## src/rtl/mem_bus_ctrl.sv

```systemverilog
// Cache-line sequencer between the arbiter memory port and the 64-bit system bus.
// Moves one line per request as LINE_W/BEAT_W beats, then pulses mem_complete for one cycle.
module mem_bus_ctrl #(
    parameter int ADDR_W = 64,
    parameter int LINE_W = 512,
    parameter int BEAT_W = 64
) (
    input  logic              clk,
    input  logic              rst,
    input  logic              mem_req,
    input  logic              mem_wr_en,
    input  logic [ADDR_W-1:0] mem_address,
    input  logic [LINE_W-1:0] mem_data_in,
    output logic [LINE_W-1:0] mem_data_out,
    output logic              mem_complete,
    output logic              busy,
    output logic              bus_req,
    input  logic              bus_grant,
    output logic [ADDR_W-1:0] bus_addr,
    output logic              bus_wr,
    output logic [BEAT_W-1:0] bus_wdata,
    output logic              bus_wvalid,
    input  logic              bus_wready,
    input  logic              bus_rvalid,
    input  logic [BEAT_W-1:0] bus_rdata
);

    localparam int unsigned BEATS  = LINE_W / BEAT_W;
    localparam int unsigned CNT_W  = $clog2(BEATS);
    localparam int unsigned OFFS_W = $clog2(LINE_W / 8);
    localparam logic [ADDR_W-1:0] LINE_MASK = ~{{(ADDR_W-OFFS_W){1'b0}}, {OFFS_W{1'b1}}};

    typedef enum logic [2:0] {
        IDLE,
        REQ,
        WDATA,
        RDATA,
        DONE
    } state_t;

    state_t            state;
    state_t            state_nxt;
    logic [CNT_W-1:0]  cnt;
    logic [ADDR_W-1:0] addr_q;
    logic              wr_q;
    logic [LINE_W-1:0] wline_q;
    logic [LINE_W-1:0] rbuf_q;
    logic [LINE_W-1:0] data_out_q;
    logic              accept;
    logic              w_xfer;
    logic              r_xfer;
    logic              last_beat;

    always_comb begin
        accept    = (state == IDLE) && mem_req;
        w_xfer    = (state == WDATA) && bus_wready;
        r_xfer    = (state == RDATA) && bus_rvalid;
        last_beat = (cnt == CNT_W'(BEATS - 1));
    end

    always_ff @(posedge clk) begin
        if (rst) begin
            state <= IDLE;
        end else begin
            state <= state_nxt;
        end
    end

    always_comb begin
        state_nxt = state;
        case (state)
            IDLE:    if (mem_req) state_nxt = REQ;
            REQ:     if (bus_grant) state_nxt = wr_q ? WDATA : RDATA;
            WDATA:   if (w_xfer && last_beat) state_nxt = DONE;
            RDATA:   if (r_xfer && last_beat) state_nxt = DONE;
            DONE:    state_nxt = IDLE;
            default: state_nxt = IDLE;
        endcase
    end

    always_ff @(posedge clk) begin
        if (rst) begin
            cnt        <= '0;
            addr_q     <= '0;
            wr_q       <= 1'b0;
            data_out_q <= '0;
        end else begin
            if (accept) begin
                cnt    <= '0;
                addr_q <= mem_address & LINE_MASK;
                wr_q   <= mem_wr_en;
            end else if (w_xfer || r_xfer) begin
                cnt <= cnt + CNT_W'(1);
            end
            // The final beat goes straight into the output line so no partial line is ever visible.
            if (r_xfer && last_beat) begin
                data_out_q <= {bus_rdata, rbuf_q[LINE_W-BEAT_W-1:0]};
            end
        end
    end

    always_ff @(posedge clk) begin
        if (accept) begin
            wline_q <= mem_data_in;
        end
        if (r_xfer) begin
            rbuf_q[cnt*BEAT_W +: BEAT_W] <= bus_rdata;
        end
    end

    always_comb begin
        busy         = (state != IDLE);
        bus_req      = (state == REQ);
        mem_complete = (state == DONE);
        bus_wvalid   = (state == WDATA);
        bus_addr     = (state != IDLE) ? addr_q : '0;
        bus_wr       = (state != IDLE) && wr_q;
        bus_wdata    = (state == WDATA) ? wline_q[cnt*BEAT_W +: BEAT_W] : '0;
        mem_data_out = data_out_q;
    end

endmodule

```

## config.mk

```make
export PLATFORM = sky130hd
export DESIGN_NAME = mem_bus_ctrl
export DESIGN_NICKNAME = d
export VERILOG_FILES = /design/src/rtl/mem_bus_ctrl.sv
export SDC_FILE = /design/constraint.sdc
export NUM_CORES = 2
export LEC_CHECK = 0
export BUFFER_PORTS_ARGS = -buffer_cell sky130_fd_sc_hd__buf_2
export CORE_AREA = 5 5 497 499
export DETAILED_ROUTE_END_ITERATION = 7
export DIE_AREA = 0 0 502 504
export PLACE_DENSITY = 0.52
export RECOVER_POWER = 100
export SYNTH_ARGS = -nofsm -noshare
export SYNTH_HDL_FRONTEND = slang
export SYNTH_SLANG_ARGS = --single-unit
```

## constraint.sdc

```tcl
create_clock -name clk -period 26.1 [get_ports clk]
set_input_delay 2.61 -clock clk [delete_from_list [all_inputs] [get_ports clk]]
set_output_delay 2.61 -clock clk [all_outputs]
set_load 0.05 [all_outputs]
```

==> results.sh <==
export IMPL_max_slew_margin_pct=-535.2
export IMPL_cts_made_buffers=172
export IMPL_crit_fanout=208
export IMPL_nFillCells=25160
export IMPL_power_density_mw_per_mm2=75.82
export IMPL_synth_commonest_cells="edfxtp_1, dfxtp_1, a21oi_1"
export IMPL_ys_top_cells_by_area="edfxtp_1, dfxtp_1, mux4_2"
export IMPL_finalCritPeriodShare_pct=59.71
export IMPL_drv_slew=2342
export IMPL_utilization_pct=29.73
export IMPL_vias_per_cell=4.714
export IMPL_hold_viol=0
export IMPL_clock_root_buffer="clkbuf_16"
export IMPL_critical_path_arrival_ns=16.01
export IMPL_drive_above_1_share_pct=17.26
export IMPL_wl_per_cell_um=28.59
export IMPL_ioPinCount=1292
export IMPL_finalInstanceArea_mm2=0.07198
export IMPL_min_period_ns=15.59
export IMPL_area_growth_pct=24.53
export IMPL_regArea_mm2=0.04038
export IMPL_peakVddDrop_v=0.00005026
export IMPL_max_cap_violations=32
export IMPL_yosysMostFrequentCell="edfxtp_1"
export IMPL_synth_area_mm2=0.05781
export IMPL_initial_core_util_pct=23.88
export IMPL_drtIter0Drc=4755
export IMPL_num_vias=42550
export IMPL_rsz0062_at_grt="false"
export IMPL_cts_max_level=4
export IMPL_hpwlAfterDp_um=175400
export IMPL_insertion_delay_ns=0.82
export IMPL_synth_adder_area_share_pct=0.1515
export IMPL_synth_top_family_by_area="simple AND/OR/NAND/NOR gates"
export IMPL_violations="max-capacitance violations, max-slew violations"
export IMPL_finClkSkew_ns=0.06152
export IMPL_cts_sinks=1537
export IMPL_synth_edf_count=960
export IMPL_cts_repair_resized=0
export IMPL_crit_required_ns=26.52
export IMPL_drc_errors=0
export IMPL_ys_warn_count=0
export IMPL_synthXorXnorAreaFrac_pct=0
export IMPL_grt_usage_pct=19.37
export IMPL_cts_tree="built"
export IMPL_synth_top_cell_area_share_pct=49.87
export IMPL_cts_setup_buffers=0
export IMPL_die_width_um=502
export IMPL_finalNetCount=6184
export IMPL_synth_ff_type="edfxtp_1"
export IMPL_clock_fmax_ghz=0.06416
export IMPL_ys_seq_elements=1537
export IMPL_grt_pass1_vias=40540
export IMPL_power_leakage_nw=22.47
export IMPL_finalWeightedCongestion=0.8571
export IMPL_syn_avg_cell_area_um2=13.05
export IMPL_die_h_um=504
export IMPL_grt_max_degree=258
export IMPL_syn_inst=4429
export IMPL_portBuffers=1279
export IMPL_multi_input_area_mm2=0.01561
export IMPL_finalSetupTns_ns=0
export IMPL_yosys_area_share_simple_pct=11.27
export IMPL_synth_cell_types=44
export IMPL_setup_viol=0
export IMPL_core_area_mm2=0.2421
export IMPL_grt_ovfl_total=0
export IMPL_rows=181
export IMPL_start_kind="input port"
export IMPL_ys_seq_area_share_pct=69.85
export IMPL_clockBufferDepth=3
export IMPL_drt_total_wl_um=258000
export IMPL_synth_compound_area_share_pct=10.56
export IMPL_synth_top_area_cell="edfxtp_1"
export IMPL_path_clk_slew_ns=0.06
export IMPL_critPathKind="in2reg"
export IMPL_antenna_found_initial=180
export IMPL_holdBufCountCts=0
export IMPL_muxShareOfSynthArea_pct=5.024
export IMPL_drtPass1Iterations=5
export IMPL_rr_worst_depth=6
export IMPL_die_area_mm2=0.2530
export IMPL_dp_slack_ns=18.36
export IMPL_holdPathStages=2
export IMPL_setup_ws_ns=10.51
export IMPL_grt_pass1_wl_um=340200
export IMPL_ant_nets=0
export IMPL_status="finished with violations"
export IMPL_hold_class="reg2reg"
export IMPL_critPathCaptureType="register"
export IMPL_async_flop_share_pct=0
export IMPL_worst_slew_pin_slew_ns=9.528
export IMPL_placed_area_mm2=0.06697
## critical path, stage by stage
cell and delay, ns:
clkbuf_1 0.11, or4b_1 0.48, clkinvlp_2 4.93, clkbuf_1 2.63, clkbuf_1 2.59, buf_4 1.09, buf_4 0.97
## logic make-up (layout without fill, tap and decap cells)
logic type | Yosys count | after routing
AOI/OAI and AO/OA | 1159 | 1159
adders and majority gates | 7 | 7
buffers and inverters | 411 | 1656
DFF | 1537 | 1537
muxes | 130 | 130
other | 1 | 150
and+or+nand+nor | 1184 | 1184
## metal layers
metal  global-route usage (%)  up-vias  wire length, um
li1                         -    18640                -
met2                    33.17     2146           126600
met1                    22.45    21070            95230
met4                    9.234       60            13790
met5                        0        -              350
met3                    5.164      626            22020
## state kept, by name, indices dropped and copies added, names as in the netlist
name / flops
addr_q: 58
cnt: 3
mem_data_out: 512
rbuf_q: 448
state: 3
wline_q: 512
wr_q: 1
## final cells by class
| class | instances | area share, % |
|---|---|---|
| inverters | 5 | 0.02781 |
| multi-input cells | 2486 | 21.69 |
| repair buffers | 1328 | 7.996 |
| flip-flops and latches | 1537 | 56.10 |
| clock buffers | 241 | 6.746 |
| clock inverters | 82 | 1.375 |
| diodes | 144 | 0.5006 |
| well taps | 3202 | 5.566 |
## where the power goes
group          internal (W)  total [W]  switching, W
combinational     0.0000798   0.000295      0.000215
sequential          0.00266    0.00268     0.0000271
clock               0.00140    0.00248       0.00108
## per-stage QoR
stage | instances | total power, W | hold WS, ns
5_1_grt | 8925 | 0.005635 | 0.4701
2_1_floorplan | 4434 | 0.002848 | 0.4318
3_3_place_gp | 8558 | 0.003022 | 0.4404
4_1_cts | 8881 | 0.005513 | 0.4534
3_5_place_dp | 8558 | 0.003026 | 0.4449
6_report | 9025 | 0.005458 | 0.4516
## cell usage in the layout, fill, tap and decap left out, types with 7 or more instances in the layout
cell / Yosys / final
edfxtp_1: 960 / 960
clkbuf_1: 258 / 819
dfxtp_1: 577 / 576
a21oi_1: 565 / 574
buf_2: 112 / 527
nand3_1: 516 / 516
o21ai_0: 516 / 516
and2_1: 445 / 248
and2_0: 0 / 196
clkbuf_16: 0 / 174
diode_2: 0 / 144
mux4_2: 128 / 128
nand2_1: 113 / 112
a22o_1: 64 / 64
nor2b_1: 60 / 60
clkinv_2: 0 / 32
clkbuf_8: 0 / 25
buf_4: 8 / 21
clkinv_16: 0 / 12
nor2_1: 13 / 11
nand2_2: 10 / 10
inv_6: 0 / 8
bufinv_16: 0 / 8
ha_1: 7 / 7
clkinvlp_4: 0 / 7
clkinv_1: 0 / 7
## path summary, 6_finish.rpt
| kind | slack (ns) | end | start |
|---|---|---|---|
| setup / recovery | 10.51 | wline_q[367] | mem_req |
| hold / removal | 0.45 | addr_q[63] | addr_q[63] |
| setup reg to reg | 11.75 | wline_q[367] | state[0] |
| hold reg to reg | 0.45 | addr_q[63] | addr_q[63] |
(Power assumes the default switching activity.)
